File: src/rtl/execute_pipe.sv
// execute_pipe: registered EX stage. Operand-B select, extended ALU with
// signed/unsigned compares and shifts, iterative shift-add multiply, destination
// select, and a valid/ready output register.
//
// state  | meaning
// -------+-------------------------------------------------------------
// IDLE   | accepting ops; single-cycle results load the output register
// MUL    | shift-add multiply running, one iteration per cycle
module execute_pipe #(
  parameter int DATA_W     = 32,
  parameter int REG_ADDR_W = 5,
  parameter int SHAMT_W    = 5
) (
  input  logic                  clk,
  input  logic                  rst_n,
  input  logic                  in_valid,
  output logic                  in_ready,
  input  logic [3:0]            alu_fun,
  input  logic [DATA_W-1:0]     input_A,
  input  logic [DATA_W-1:0]     input_sz,
  input  logic [DATA_W-1:0]     input_register,
  input  logic [REG_ADDR_W-1:0] rt,
  input  logic [REG_ADDR_W-1:0] rd,
  input  logic                  sel_alu,
  input  logic                  sel_reg,
  output logic                  out_valid,
  input  logic                  out_ready,
  output logic [DATA_W-1:0]     out_ALU,
  output logic [DATA_W-1:0]     out_dato_registro,
  output logic [REG_ADDR_W-1:0] out_mux_sel_reg,
  output logic                  out_zero,
  output logic                  out_ovf,
  output logic                  busy
);

  localparam logic [3:0] OP_ADD  = 4'b0001;
  localparam logic [3:0] OP_SUB  = 4'b0010;
  localparam logic [3:0] OP_AND  = 4'b0011;
  localparam logic [3:0] OP_OR   = 4'b0100;
  localparam logic [3:0] OP_NOR  = 4'b0101;
  localparam logic [3:0] OP_SLT  = 4'b0110;
  localparam logic [3:0] OP_SLTU = 4'b0111;
  localparam logic [3:0] OP_SLL  = 4'b1000;
  localparam logic [3:0] OP_SRL  = 4'b1001;
  localparam logic [3:0] OP_SRA  = 4'b1010;
  localparam logic [3:0] OP_MUL  = 4'b1011;

  localparam int MSB = DATA_W - 1;
  // Counter starts one below DATA_W; the iteration at count zero is the last.
  localparam logic [SHAMT_W-1:0] CNT_LAST = SHAMT_W'(DATA_W - 1);

  typedef enum logic {S_IDLE, S_MUL} state_t;

  state_t                  state_q, state_d;
  logic [DATA_W-1:0]       mcand_q, mplier_q, acc_q;
  logic [SHAMT_W-1:0]      cnt_q;
  logic [DATA_W-1:0]       pend_dato_q;
  logic [REG_ADDR_W-1:0]   pend_dest_q;
  logic                    out_valid_q;
  logic [DATA_W-1:0]       out_alu_q, out_dato_q;
  logic [REG_ADDR_W-1:0]   out_dest_q;
  logic                    out_ovf_q;

  logic [DATA_W-1:0]       b_op, sum, diff, alu_res, acc_step;
  logic [SHAMT_W-1:0]      shamt;
  logic                    alu_ovf;
  logic                    out_free, accept, is_mul, mul_last, mul_done;

  // Combinational ALU on the incoming operands
  always_comb begin
    b_op    = sel_alu ? input_sz : input_register;
    sum     = input_A + b_op;
    diff    = input_A - b_op;
    shamt   = b_op[SHAMT_W-1:0];
    alu_res = '0;
    alu_ovf = 1'b0;
    case (alu_fun)
      OP_ADD: begin
        alu_res = sum;
        alu_ovf = (input_A[MSB] == b_op[MSB]) && (sum[MSB] != input_A[MSB]);
      end
      OP_SUB: begin
        alu_res = diff;
        alu_ovf = (input_A[MSB] != b_op[MSB]) && (diff[MSB] != input_A[MSB]);
      end
      OP_AND:  alu_res = input_A & b_op;
      OP_OR:   alu_res = input_A | b_op;
      OP_NOR:  alu_res = ~(input_A | b_op);
      OP_SLT:  alu_res = {{(DATA_W-1){1'b0}}, ($signed(input_A) < $signed(b_op))};
      OP_SLTU: alu_res = {{(DATA_W-1){1'b0}}, (input_A < b_op)};
      OP_SLL:  alu_res = input_A << shamt;
      OP_SRL:  alu_res = input_A >> shamt;
      OP_SRA:  alu_res = $signed(input_A) >>> shamt;
      default: alu_res = '0;
    endcase
  end

  // Handshake and multiply progress terms
  always_comb begin
    out_free = !out_valid_q || out_ready;
    accept   = in_valid && in_ready;
    is_mul   = (alu_fun == OP_MUL);
    mul_last = (cnt_q == '0);
    mul_done = (state_q == S_MUL) && mul_last && out_free;
    acc_step = acc_q + (mplier_q[0] ? mcand_q : '0);
  end

  // State register
  always_ff @(posedge clk or negedge rst_n) begin
    if (!rst_n) state_q <= S_IDLE;
    else        state_q <= state_d;
  end

  // Next-state logic
  always_comb begin
    state_d = state_q;
    case (state_q)
      S_IDLE:  if (accept && is_mul) state_d = S_MUL;
      S_MUL:   if (mul_done)         state_d = S_IDLE;
      default: state_d = S_IDLE;
    endcase
  end

  // FSM outputs
  always_comb begin
    in_ready = (state_q == S_IDLE) && out_free;
    busy     = (state_q == S_MUL);
  end

  // Multiplier datapath: latch on accept, one shift-add per cycle until the last
  always_ff @(posedge clk or negedge rst_n) begin
    if (!rst_n) begin
      mcand_q     <= '0;
      mplier_q    <= '0;
      acc_q       <= '0;
      cnt_q       <= '0;
      pend_dato_q <= '0;
      pend_dest_q <= '0;
    end else if (accept && is_mul) begin
      mcand_q     <= input_A;
      mplier_q    <= b_op;
      acc_q       <= '0;
      cnt_q       <= CNT_LAST;
      pend_dato_q <= input_register;
      pend_dest_q <= sel_reg ? rd : rt;
    end else if ((state_q == S_MUL) && !mul_last) begin
      acc_q    <= acc_step;
      mcand_q  <= mcand_q << 1;
      mplier_q <= mplier_q >> 1;
      cnt_q    <= cnt_q - 1'b1;
    end
  end

  // Output register: load single-cycle result or finished product, else drain
  always_ff @(posedge clk or negedge rst_n) begin
    if (!rst_n) begin
      out_valid_q <= 1'b0;
      out_alu_q   <= '0;
      out_dato_q  <= '0;
      out_dest_q  <= '0;
      out_ovf_q   <= 1'b0;
    end else if (accept && !is_mul) begin
      out_valid_q <= 1'b1;
      out_alu_q   <= alu_res;
      out_dato_q  <= input_register;
      out_dest_q  <= sel_reg ? rd : rt;
      out_ovf_q   <= alu_ovf;
    end else if (mul_done) begin
      out_valid_q <= 1'b1;
      out_alu_q   <= acc_step;
      out_dato_q  <= pend_dato_q;
      out_dest_q  <= pend_dest_q;
      out_ovf_q   <= 1'b0;
    end else if (out_valid_q && out_ready) begin
      out_valid_q <= 1'b0;
    end
  end

  assign out_valid         = out_valid_q;
  assign out_ALU           = out_alu_q;
  assign out_dato_registro = out_dato_q;
  assign out_mux_sel_reg   = out_dest_q;
  assign out_ovf           = out_ovf_q;
  assign out_zero          = (out_alu_q == '0);

endmodule
File: config.mk
export PLATFORM = sky130hd
export DESIGN_NAME = execute_pipe
export DESIGN_NICKNAME = d
export VERILOG_FILES = /design/src/rtl/execute_pipe.sv
export SDC_FILE = /design/constraint.sdc
export NUM_CORES = 1
export LEC_CHECK = 0
export CAP_MARGIN = 30
export CORE_MARGIN = 8
export CORE_UTILIZATION = 49
export DETAILED_ROUTE_END_ITERATION = 16
export PLACE_DENSITY = 0.81
export RECOVER_POWER = 50
export SETUP_SLACK_MARGIN = 0.3
export SYNTH_ARGS = -nofsm -noshare
export SYNTH_HDL_FRONTEND = slang
export SYNTH_SLANG_ARGS = --single-unit
File: constraint.sdc
create_clock -name clk -period 7.62 [get_ports clk]
set_input_delay 1.905 -clock clk [delete_from_list [all_inputs] [get_ports clk]]
set_output_delay 1.905 -clock clk [all_outputs]
set_load 0.03 [all_outputs]
==> key figures <==
Timing
  • Number of endpoints failing setup at the final stage: 0
  • Maximum frequency from static timing analysis: 0.157 GHz
  • Worst clock skew: 0.0148 ns
  • Post-layout min period: 6.35 ns
  • Worst slew pin tran: 3.43 ns
  • Relative slew margins: -129%
  • Setup repair after global routing missed its margin: false
  • Sum of negative setup slack: 0 ns
  • Slew Viols, Final: 58
  • Count of final hold-check violations: 0
  • Final Cycle Share: 83.4%
  • Minimum hold slack: 0.469 ns

Power
  • Worst IR Drop VDD: 0.211 mV
  • Clock network fraction of total power: 20.0%
  • Portion of total power attributed to combinational logic: 49.9%
  • Switching power as a share of total power: 46.8%
  • Internal power of the cells: 3.34 mW
  • Power density of the placed cells: 273 mW/mm^2
  • Proportion of power drawn by flip-flops and latches: 30.1%
  • Leakage: 10.3 nW
  • Total net switching power: 2.94 mW

Clocking
  • Clk Tree Root Cell: clkbuf_16
  • Cts bufs inserted: 25
  • Source-to-sink clock delay at the later pin of the worst-skew pair: 0.56 ns
  • Number of post-CTS setup repair buffers: 0
  • Hold_buf cts: 0
  • Clock tree from TritonCTS: built
  • Total number of clock tree sinks: 210
  • Maximum clock path buffer count: 3
  • CTS H-tree lvls: 1
  • Clock input transition at the sequential cells of the worst setup and hold paths: 0.07 ns
  • Total of cells resized after clock tree synthesis: 0

Global routing
  • Wire length of the first global-routing pass: 136000 um
  • Total track usage: 37.7%
  • Initial antenna violation count: 13
  • Maximum number of pins on one net before global-route repair: 154
  • Vias in the first global route: 21000
  • Global route total overflow: 0

Cells and area
  • Share of final-layout standard cells stronger than drive strength 1: 6.31%
  • Number of inserted filler cells in the final layout: 3553
  • Relative area change from synthesis to final layout: 17.2%
  • Nets: 2929

Worst setup path
  • Critical path buffer and inverter count: 3
  • Data required time of the critical path: 8.02 ns
  • Critical path's slowest cell: a2111oi_0
  • Launch point of the worst path: sel_alu
  • Arrival time of data at the critical path endpoint: 6.75 ns
  • Crit path max-delay family: compound AO/OA/AOI/OAI gates
  • Worst reg2reg startpoint: mplier_q[0]
  • CP max stage delay: 0.87 ns
  • Register-to-register setup slack: 3.56 ns
  • Worst setup SP type: primary input
  • Endpoint of the worst-slack reg-to-reg timing path: out_ALU[29]
  • Critical path endpoint category: flip-flop
  • Critical Path Fanout Max: 23
  • Number of cell instances on the worst register-to-register path: 14
  • Cell-by-cell listing of the critical path: buf_2, buf_4, mux2i_1, ha_1, nor4_2, o21ai_0, a311oi_1, a211oi_1, nor3_1, o21ai_0, buf_4, nand2_1, o211ai_1, a2111oi_0, a221oi_1
  • Type of the worst setup path: primary input to flip-flop

Detailed routing
  • Iteration-0 DRC Markers: 3316
  • Number of vias after detailed routing: 22100
  • ANT nets after route: 0
  • Remaining DRCs: 0
  • Routed wire length: 93200 um
  • Via/cell ratio: 6.85
  • Average routed wire per standard cell: 28.9 um
  • Number of search-and-repair iterations in the first detailed-routing pass: 8

Min path
  • Startpoint of the lowest-slack hold path: out_dato_registro[17]
  • Endpoint, Worst Hold: out_dato_registro[17]
  • Hold path cells: 2
  • Hold Path Class: flip-flop to flip-flop

Placed design
  • Post-detail-place hpwl: 69100 um
  • Count of input and output buffers: 189
  • Final RePlAce weighted congestion: 1.09

Die
  • Die footprint: 0.0467 mm^2
  • Area inside the core boundary: 0.0396 mm^2
  • Horizontal die dimension: 216 um
  • Site row count: 73
  • Vert. Die Dim: 216 um
  • I/O Pins: 190
  • Starting density of the core: 49.5%

Synth
  • Flip-flop and latch count after synthesis: 210
  • Fraction of synthesis flops using an asynchronous set or reset pin: 100%
  • Count of mapped cells out of synthesis: 2562
  • Synth Area per Inst: 7.65 um^2
  • Sequential fraction of the synthesis area: 26.8%
  • Number of enable flip-flop cells after synthesis: 0
  • Syn nets: 2816
  • Cell Area, Synth: 0.0196 mm^2
  • Number of different library cells in the post-synthesis netlist: 87
  • Ys Warns: 0
  • Leading register cell type out of synthesis: dfrtp_1

Outcome
  • Result of the run: finished, violations left
  • Violations in the final reports: max-capacitance violations, max-slew violations

Job
  • MaxCap Viol Count: 1
-- area by class of cell --
cell class / count / area, um^2 / area share (%)
multi-input cells: 2067 / 13300 / 58.0
well taps: 525 / 657 / 2.86
diodes: 4 / 10.0 / 0.0436
repair buffers: 260 / 2460 / 10.7
inverters: 111 / 422 / 1.84
clock buffers: 32 / 692 / 3.01
clock inverters: 14 / 150 / 0.654
flip-flops and latches: 210 / 5260 / 22.9
-- tightest hold or removal path, stage by stage (launching register included) --
cell     delay (ns)
dfrtp_1        0.34
nand2_1        0.05
nand2_1        0.05
-- metal layers --
| layer | vias to the layer above | routed length (um) | global-route usage, % |
|---|---|---|---|
| li1 | 9573 | - | - |
| met1 | 10800 | 35800 | 47.6 |
| met2 | 1449 | 41100 | 58.3 |
| met3 | 260 | 11100 | 11.2 |
| met4 | 6 | 5220 | 18.8 |
| met5 | - | 39 | 0 |
-- logic make-up after synthesis --
logic type / synth area share, %
simple gates: 20.2
flops: 26.8
compound gates: 28.0
xor+xnor: 1.83
fa+ha+maj: 8.92
buf+inv: 5.79
mux: 8.43
-- per-stage QoR --
| step | instance area [um^2] | util (%) | total power [mW] | cells | setup slack, ns |
|---|---|---|---|---|---|
| finish | 23000 | 57.9 | 6.28 | 3223 | 1.27 |
| global route | 23000 | 57.9 | 6.54 | 3222 | 1.06 |
| CTS | 22900 | 57.9 | 6.22 | 3217 | 1.35 |
| detailed placement | 22100 | 55.7 | 4.93 | 3171 | 0.777 |
| global placement | 22100 | 55.7 | 4.86 | 3170 | 0.872 |
| floorplan | 19600 | - | 3.67 | 2562 | 1.84 |
-- layout by cell type, fill, tap and decap left out, types with 10 or more instances in the layout --
master             n
xor2_1            19
o21ai_0          190
clkdlybuf4s50_1  150
ha_1             135
a221oi_1          31
buf_4             67
a21o_1            15
o22ai_1           31
nand3_1           65
nor2_1           234
mux4_2            12
mux2i_1          111
nand4_1           13
nor3_1            25
a31oi_1           27
inv_1            108
nand2b_1          20
nor4_1            17
a211oi_1          30
dlygate4sd3_1     37
and3_1            14
o31ai_1           10
o21a_1            10
o221ai_1          12
nor2b_1           16
a21oi_1          214
a221o_1           47
clkbuf_16         25
dfrtp_1          210
nand2_1          434
a22oi_1           68
xnor2_1           22
o21bai_1          10
and2_1            42
o211ai_1          25
-- synth_stat cells, drive strengths merged (8+ instances only) --
| master | instances | area share [%] |
|---|---|---|
| o21a | 10 | 0.38 |
| nand3 | 66 | 1.7 |
| buf | 47 | 1.2 |
| nand4 | 13 | 0.41 |
| a2111oi | 12 | 0.58 |
| xor2 | 19 | 0.85 |
| a211oi | 30 | 1.1 |
| o22a | 9 | 0.40 |
| o211ai | 25 | 0.96 |
| mux4 | 15 | 1.8 |
| nor4 | 18 | 0.61 |
| nor3 | 29 | 0.74 |
| o31ai | 10 | 0.38 |
| a311oi | 9 | 0.40 |
| a221oi | 31 | 1.4 |
| nand2b | 21 | 0.67 |
| mux2 | 8 | 0.46 |
| o21bai | 10 | 0.38 |
| clkbuf | 127 | 2.4 |
| xnor2 | 22 | 0.98 |
| a21oi | 217 | 5.6 |
| and3 | 15 | 0.48 |
| dfrtp | 210 | 27 |
| ha | 135 | 8.6 |
| inv | 110 | 2.1 |
| o21ai | 195 | 5.0 |
| nor2b | 17 | 0.54 |
| o22ai | 31 | 0.99 |
| a221o | 47 | 2.4 |
| a31oi | 27 | 0.86 |
| a21o | 15 | 0.57 |
| a22oi | 68 | 2.6 |
| o221ai | 12 | 0.54 |
| mux2i | 117 | 6.2 |
| and2 | 43 | 1.4 |
| nand2 | 434 | 8.3 |
| nor2 | 236 | 4.5 |
-- worst max-delay path by stage --
stage	to	slack, ns	cells after the start
after floorplan	out_ALU[19]	1.84	17
after global placement	out_ALU[27]	0.87	13
after detailed placement	out_ALU[27]	0.78	15
after CTS	out_ALU[27]	1.35	15
after global routing	out_ALU[27]	1.06	15
final	out_ALU[27]	1.27	15
-- power by group through the flow --
stage          logic [mW]  registers [mW]  clock network [mW]
2_1_floorplan        1.53            2.14                   0
4_1_cts              3.06            1.90                1.27
6_report             3.13            1.89                1.26
5_1_grt              3.31            1.92                1.30
3_3_place_gp         2.97            1.89                   0
3_5_place_dp         3.03            1.90                   0
Note: power is estimated with default switching activity, not from simulation.
